**config.mk**
```make
export PLATFORM = sky130hd
export DESIGN_NAME = fifo_wr_arb
export DESIGN_NICKNAME = d
export VERILOG_FILES = /design/src/rtl/fifo_wr_arb.sv
export SDC_FILE = /design/constraint.sdc
export NUM_CORES = 1
export LEC_CHECK = 0
export BUFFER_PORTS_ARGS = -buffer_cell sky130_fd_sc_hd__buf_2
export CORE_ASPECT_RATIO = 1.25
export CORE_MARGIN = 2
export CORE_UTILIZATION = 29
export CTS_BUF_LIST = sky130_fd_sc_hd__clkbuf_2 sky130_fd_sc_hd__clkbuf_4 sky130_fd_sc_hd__clkbuf_8
export DETAILED_ROUTE_END_ITERATION = 6
export PLACE_DENSITY = 0.62
export SLEW_MARGIN = 5
export SYNTH_ARGS = -nofsm -noshare
export SYNTH_HDL_FRONTEND = slang
export SYNTH_SLANG_ARGS = --single-unit
```
**constraint.sdc**
```tcl
create_clock -name clk -period 5.72 [get_ports clk]
set_input_delay 0.858 -clock clk [delete_from_list [all_inputs] [get_ports clk]]
set_output_delay 0.858 -clock clk [all_outputs]
set_load 0.1 [all_outputs]
```
**src/rtl/fifo_wr_arb.sv**
```systemverilog
// fifo_wr_arb -- word-atomic round-robin arbiter in front of the 4-bit
// write port of the small-to-big FIFO. Runs on the FIFO write clock.
//
// Ports:
//   clk, rstn        FIFO write clock, async active-low reset
//   req[NREQ]        per-requester valid
//   din_i[NREQ*DW]   requester i nibble at [i*DW +: DW]
//   gnt[NREQ]        combinational ready, one-hot or zero
//   fifo_afull       FIFO prog_full, sampled only in IDLE
//   fifo_din         registered nibble to the FIFO
//   fifo_din_en      registered write enable to the FIFO
//   owner            current or last word owner
//   busy             a word is in progress
//   to_err           one-cycle pulse with the first timeout pad nibble
//
// Optional feature: define ARB_TIMEOUT_EN to pad a stalled word with zero
// nibbles after TIMEOUT stall cycles. Without it XFER waits forever and
// to_err is tied low.
//
// state | meaning
// IDLE  | no owner; arbitrate (skipped for one cycle right after a word)
// XFER  | owner holds the port until BEAT nibbles have transferred
// PAD   | timeout only: write zero nibbles to finish the word
module fifo_wr_arb #(
  parameter int NREQ    = 4,
  parameter int DW      = 4,
  parameter int BEAT    = 4,
  parameter int TIMEOUT = 16,
  localparam int OW     = $clog2(NREQ),
  localparam int CW     = $clog2(BEAT + 1)
) (
  input  logic               clk,
  input  logic               rstn,
  input  logic [NREQ-1:0]    req,
  input  logic [NREQ*DW-1:0] din_i,
  output logic [NREQ-1:0]    gnt,
  input  logic               fifo_afull,
  output logic [DW-1:0]      fifo_din,
  output logic               fifo_din_en,
  output logic [OW-1:0]      owner,
  output logic               busy,
  output logic               to_err
);

  if (NREQ < 2 || NREQ > 8 || BEAT < 2 || TIMEOUT < 1) begin : g_bad_param
    $error("fifo_wr_arb: unsupported parameter set");
  end

  typedef enum logic [1:0] {IDLE = 2'd0, XFER = 2'd1, PAD = 2'd2} state_t;

  state_t          state_q, state_d;
  logic [CW-1:0]   count_q, count_d;
  logic [OW-1:0]   last_q, last_d;
  logic [OW-1:0]   owner_q, owner_d;
  logic [DW-1:0]   fifo_din_q, fifo_din_d;
  logic            din_en_q, din_en_d;
  // Set for the cycle after a word ends; that cycle is the idle arbitration
  // slot between words, so no grant is issued in it.
  logic            done_q, done_d;
  logic            to_err_q, to_err_d;

  logic [OW-1:0]   winner;
  logic            found;
  logic [OW-1:0]   sel;
  logic            xfer;
  logic [DW-1:0]   nib;

`ifdef ARB_TIMEOUT_EN
  localparam int SW = $clog2(TIMEOUT + 1);
  logic [SW-1:0]   stall_q, stall_d;
`endif

  // Round-robin search upward from last_q + 1.
  always_comb begin
    winner = '0;
    found  = 1'b0;
    for (int k = 1; k <= NREQ; k++) begin
      if (!found && req[(int'(last_q) + k) % NREQ]) begin
        found  = 1'b1;
        winner = OW'((int'(last_q) + k) % NREQ);
      end
    end
  end

  // State register
  always_ff @(posedge clk or negedge rstn) begin
    if (!rstn) begin
      state_q    <= IDLE;
      count_q    <= '0;
      last_q     <= OW'(NREQ - 1);
      owner_q    <= '0;
      fifo_din_q <= '0;
      din_en_q   <= 1'b0;
      done_q     <= 1'b0;
      to_err_q   <= 1'b0;
`ifdef ARB_TIMEOUT_EN
      stall_q    <= '0;
`endif
    end else begin
      state_q    <= state_d;
      count_q    <= count_d;
      last_q     <= last_d;
      owner_q    <= owner_d;
      fifo_din_q <= fifo_din_d;
      din_en_q   <= din_en_d;
      done_q     <= done_d;
      to_err_q   <= to_err_d;
`ifdef ARB_TIMEOUT_EN
      stall_q    <= stall_d;
`endif
    end
  end

  // Output logic: grant and selected nibble
  always_comb begin
    gnt = '0;
    sel = owner_q;
    case (state_q)
      IDLE: begin
        if (found && !fifo_afull && !done_q) begin
          gnt[winner] = 1'b1;
          sel         = winner;
        end
      end
      XFER:    gnt[owner_q] = 1'b1;
      default: ;
    endcase
    if (!rstn) gnt = '0;
  end

  assign xfer = |(gnt & req);
  assign nib  = din_i[int'(sel)*DW +: DW];

  // Next-state logic
  always_comb begin
    state_d    = state_q;
    count_d    = count_q;
    last_d     = last_q;
    owner_d    = owner_q;
    fifo_din_d = fifo_din_q;
    din_en_d   = 1'b0;
    done_d     = 1'b0;
    to_err_d   = 1'b0;
`ifdef ARB_TIMEOUT_EN
    stall_d    = stall_q;
`endif
    if (xfer) begin
      din_en_d   = 1'b1;
      fifo_din_d = nib;
    end
    case (state_q)
      IDLE: begin
        if (xfer) begin
          owner_d = winner;
          count_d = CW'(1);
          state_d = XFER;
        end
      end
      XFER: begin
        if (xfer) begin
`ifdef ARB_TIMEOUT_EN
          stall_d = '0;
`endif
          if (count_q == CW'(BEAT - 1)) begin
            count_d = '0;
            last_d  = owner_q;
            done_d  = 1'b1;
            state_d = IDLE;
          end else begin
            count_d = count_q + CW'(1);
          end
        end
`ifdef ARB_TIMEOUT_EN
        else if (stall_q == SW'(TIMEOUT - 1)) begin
          // Leave stall_q at TIMEOUT so PAD can flag its first cycle.
          stall_d = SW'(TIMEOUT);
          state_d = PAD;
        end else begin
          stall_d = stall_q + SW'(1);
        end
`endif
      end
`ifdef ARB_TIMEOUT_EN
      PAD: begin
        din_en_d   = 1'b1;
        fifo_din_d = '0;
        to_err_d   = (stall_q == SW'(TIMEOUT));
        stall_d    = '0;
        if (count_q == CW'(BEAT - 1)) begin
          count_d = '0;
          last_d  = owner_q;
          done_d  = 1'b1;
          state_d = IDLE;
        end else begin
          count_d = count_q + CW'(1);
        end
      end
`endif
      default: state_d = IDLE;
    endcase
  end

  assign fifo_din    = fifo_din_q;
  assign fifo_din_en = din_en_q;
  assign owner       = owner_q;
  assign busy        = (state_q != IDLE);
`ifdef ARB_TIMEOUT_EN
  assign to_err      = to_err_q;
`else
  assign to_err      = 1'b0;
`endif

endmodule
```
# [Word level (Yosys, flattened, before mapping)]
# Index checks and enable logic that the tools add are counted.
[classes] addsub=5 n_shift=1 bitwise=5 n_mux=41 n_reduce_logical=24 n_eq_ne=5 order_cmp=8
[ops] operator="1-bit 2-to-1 mux" count=18
[ops] operator="2-bit 2-to-1 mux" count=9
[ops] operator="3-bit by 4-bit < comparator with 1-bit output (second input constant)" count=4
[ops] operator="16-bit by 5-bit indexed part select with 4-bit output" count=1
[ops] operator="3-bit 2-to-1 mux" count=3
[ops] operator="3-bit AND reduction" count=3
[ops] operator="1-bit binary-select mux with 2-bit select" count=4
[ops] operator="4-bit 2-to-1 mux" count=2
[ops] operator="4-bit case mux with 2 select lines" count=1
[ops] operator="2-bit OR reduction" count=4
[ops] operator="1-bit logical AND" count=7
[ops] operator="2-bit by 3-bit < comparator with 1-bit output (second input constant)" count=2
[ops] operator="2-bit != test (second input constant)" count=3
[ops] operator="3-bit case mux with 2 select lines" count=1
[ops] operator="1-bit logical NOT" count=5
[ops] operator="2-bit by 1-bit adder with 2-bit output (second input constant)" count=2
[ops] operator="2-bit adder (second input constant)" count=2
[ops] operator="1-bit bitwise AND (first input constant)" count=4
[ops] operator="4-bit bitwise AND" count=1
[ops] operator="1-bit demux with 2-bit select" count=2
[ops] operator="2-bit by 1-bit greater-or-equal comparator with 1-bit output (second input constant)" count=2
[ops] operator="2-bit case mux with 2 select lines" count=1
[ops] operator="2-bit nonzero test" count=2
[ops] operator="4-bit OR reduction" count=1
[ops] operator="5 further kinds" count=5
[word_totals] reg_bits=15 out_inout_bits=13

# [Longest topological paths before layout]
[logic_depth] word_depth=27 ltp_mapped=7

# [Worst setup path before layout]
# OpenSTA, ideal clock, no wires.
[synth_timing] kind="in2out" start="input req[1]" end="output gnt[3]" setup_slack_ns=1.174 arrival_ns=3.688 path_stages=5 cell_sequence="buf_6 -> or2_2 -> a21oi_1 -> o211ai_1 -> a21boi_0"
[synth_via] elab_chain_len=20
[synth_lines] element="start, declared" line_no="34" source="input logic [NREQ-1:0] req,"
[synth_lines] element="1-bit binary-select mux with 2-bit select" line_no="78" source="if (!found && req[(int'(last_q) + k) % NREQ]) begin"
[synth_lines] element="1-bit 2-to-1 mux (implied by the code) (2 in a row)" line_no="78"
[synth_lines] element="1-bit 2-to-1 mux" line_no="78"
[synth_lines] element="1-bit logical NOT" line_no="78"
[synth_lines] element="1-bit logical AND" line_no="78"
[synth_lines] element="1-bit 2-to-1 mux" line_no="78"
[synth_lines] element="1-bit logical NOT" line_no="78"
[synth_lines] element="1-bit logical AND" line_no="78"
[synth_lines] element="(+3 left out)"
[synth_lines] element="2-bit 2-to-1 mux" line_no="78"
[synth_lines] element="2-bit by 3-bit < comparator with 1-bit output (implied by the code) or 2-bit by 1-bit greater-or-equal comparator with 1-bit output (tied branches)" line_no="121" source="gnt[winner] = 1'b1;"
[synth_lines] element="1-bit logical AND (implied by the code)" line_no="121"
[synth_lines] element="1-bit 2-to-1 mux (implied by the code)" line_no="121"
[synth_lines] element="1-bit demux with 2-bit select" line_no="121"
[synth_lines] element="4-bit 2-to-1 mux *" line_no="120" source="if (found && !fifo_afull && !done_q) begin"
[synth_lines] element="4-bit case mux with 2 select lines *" line_no="118" source="case (state_q)"
[synth_lines] element="4-bit 2-to-1 mux *" line_no="128" source="if (!rstn) gnt = '0;"
[synth_lines] element="end, declared" line_no="36" source="output logic [NREQ-1:0] gnt,"
# Every way passes the cells marked *; elsewhere a longest branch is shown, timed or not. The select of a mux whose other input is x is not followed.

# [Worst setup path after layout]
[layout_timing] start="input req[3]" end="output gnt[0]"
# The elaborated chain is that of the path after synthesis.

==> flow_metrics.tcl <==
set metrics [dict create \
    start_util 0.299 \
    min_to "count_q[2]" \
    cts_root_buf "clkbuf_8" \
    overflow 0 \
    yosysSeqAreaShare 0.315 \
    cp.required_ns 4.86 \
    syn_area_per_cell_um2 9.92 \
    worstSetupPathType "in -> out" \
    met3_usage 0.0211 \
    synth_seq_cells 14 \
    min_from "count_q[2]" \
    cap_viol_max_count 0 \
    avgRoutedWirePerCell_um 13.9 \
    hold_viol 0 \
    numPortBuffers 34 \
    synth_top_cell_by_area "dfrtp_1" \
    hold_path.class "reg -> reg" \
    drc_errors 0 \
    gr-usage-all-layers 0.127 \
    synth_top_family_by_area "multiplexers" \
    tns_ns 0 \
    synthMuxAreaShare 0.235 \
    clock_sink_count 14 \
    clk_latency_ns 0.24 \
    ys_types 40 \
    met1_usage 0.149 \
    period_needed_ns 3.50 \
    synth_xor_area_frac 0 \
    synthAdderAreaFrac 0.0112 \
    r2r-start "state_q[0]" \
    fin_nets 169 \
    synth_compound_area_frac 0.218 \
    worst_slew_pin_slew_ns 0.794 \
    rrSetupSlack_ns 3.16 \
    synth_warnings 0 \
    htree_levels 1 \
    cts_buffer_depth 2 \
    async_flop_share 1.00 \
    synth_ff_type "dfrtp_1" \
    crit_fanout 12 \
    grt_pass1_vias 958 \
    diodes 0 \
    grt_antenna_before_repair 0 \
    die_area_um2 4380 \
    synth-simple-area-share 0.134 \
    syn_inst 113 \
    final_layout_size_suffix_gt1_frac 0.361 \
    ant_nets 0 \
    hold_path_depth 1 \
    syn2layout_area_growth_pct 18.0 \
    startpoint_type "input port" \
    netlist_top_cells_area "dfrtp_1, mux2i_1, mux2_1, dfstp_2, buf_6" \
    seq_area_um2 353 \
    post-dp-hpwl_um 2100 \
    drt_iter0_markers 51 \
    r2r_cells 5 \
    ctsHoldBuffers 0 \
    grt_max_degree 23 \
    place_congestion 0.880 \
    relSlewSlack 0.466 \
    fin_skew_ns 0.00653 \
    design.core.area_um2 3750 \
    postCtsResizedCells 0 \
    outcome "finished, final reports clean" \
    slew_viol_final 0 \
    finalCritPeriodShare 0.612 \
    cts_tree "done" \
    grt_pass1_wl_um 4230 \
    clk_pin_slew_ns 0.05 \
    rows 25 \
    setup_viol 0 \
    cp.arrival_ns 2.64 \
    synth.top_cell.area_share 0.268 \
    drt-total-wl_um 2560 \
    drtPass1Iterations 4 \
    fillers 390 \
    via_count 973 \
    fmax_mhz 286 \
    multi_input_area_um2 674 \
    use_met2 0.217 \
    synth_edf_count 0 \
    die_w_um 59.6 \
    cts_buffers 3 \
    cp-end-kind "output port" \
    ioPinCount 36 \
    r2r-end "fifo_din[0]" \
    fp.dieH_um 73.5 \
    viasPerCell 5.29 \
    grt_setup_unrepaired "no" \
    synthesis.nets 137 \
    post_cts_buffers 0 \
    globalRoute.busiestLayer "met2" \
    syn_area_um2 1120 \
]
## worst max path at each step
stage	endpoint	cells after the start	slack, ns	startpoint
floorplan	gnt[3]	5	1.17	req[1]
global placement	gnt[0]	6	2.28	req[3]
detailed placement	gnt[0]	6	2.19	req[3]
CTS	gnt[0]	6	2.19	req[3]
global route	gnt[0]	6	2.01	req[3]
finish	gnt[0]	6	2.22	req[3]
## state kept, by name (all words and copies together) (netlist names)
| signal | cells |
|---|---|
| fifo_din | 4 |
| count_q | 3 |
| last_q | 2 |
| owner | 2 |
| done_q | 1 |
| fifo_din_en | 1 |
| state_q | 1 |
## worst max-delay path, stage by stage
cell	delay [ns]
buf_2	0.16
a211oi_1	0.61
o31ai_1	0.22
nor3_1	0.22
o21a_1	0.15
buf_2	0.42
## cells by family after synthesis
logic type,after synthesis
AO/OA/AOI/OAI,30
adder cells (fa/ha/maj),1
buffers and inverters,14
flip-flops,14
multiplexers,24
other,1
AND/OR/NAND/NOR,29
## area by class of cell
type | instances | share of cell area
Multi-Input combinational cell | 85 | 0.510
Sequential cell | 14 | 0.267
Timing Repair Buffer | 34 | 0.129
Tap cell | 40 | 0.0378
Clock buffer | 4 | 0.0369
Inverter | 7 | 0.0199
## layer usage
layer,part of all wire,vias to the layer above,routed length [µm]
met2,0.53,24,1350
met1,0.41,461,1050
met3,0.032,10,81
met5,0,-,0
met4,0.031,0,78
li1,-,478,-
## cell usage after synthesis, types with 2 or more instances
cell and count:
a21boi_0 2, a21oi_1 2, buf_4 2, buf_6 4
dfrtp_1 12, dfstp_2 2, inv_1 7, mux2_1 5
mux2_2 4, mux2i_1 14, nand2_1 6, nand2b_1 2
nor2_1 6, nor2b_1 4, nor3_1 4, nor4_1 2
o211ai_1 4, o21a_1 2, o21ai_0 7, o31ai_1 2
## cell usage in the layout (no fill, tap or decap), types with 2 or more instances in the layout
| cell | count |
|---|---|
| a21boi_0 | 2 |
| a21oi_1 | 2 |
| buf_2 | 34 |
| clkbuf_8 | 3 |
| dfrtp_1 | 12 |
| dfstp_2 | 2 |
| inv_1 | 7 |
| mux2_1 | 5 |
| mux2_2 | 4 |
| mux2i_1 | 14 |
| nand2_1 | 6 |
| nand2b_1 | 2 |
| nor2_1 | 6 |
| nor2b_1 | 4 |
| nor3_1 | 4 |
| nor4_1 | 2 |
| o211ai_1 | 4 |
| o21a_1 | 2 |
| o21ai_0 | 7 |
| o31ai_1 | 2 |
## metrics by stage
| step | cell area, µm² | instances | util | setup WS, ns | hold slack (ns) |
|---|---|---|---|---|---|
| 2_1_floorplan | 1120 | 113 | - | 1.17 | 0.458 |
| 3_3_place_gp | 1270 | 180 | 0.339 | 2.28 | 0.470 |
| 3_5_place_dp | 1270 | 180 | 0.339 | 2.19 | 0.477 |
| 4_1_cts | 1320 | 184 | 0.352 | 2.19 | 0.489 |
| 5_1_grt | 1320 | 184 | 0.352 | 2.01 | 0.518 |
| 6_report | 1320 | 184 | 0.352 | 2.22 | 0.487 |
Power is left out: the tool's default activity adds up to more than one toggle a clock period on the data nets, which glitch-free logic cannot reach.
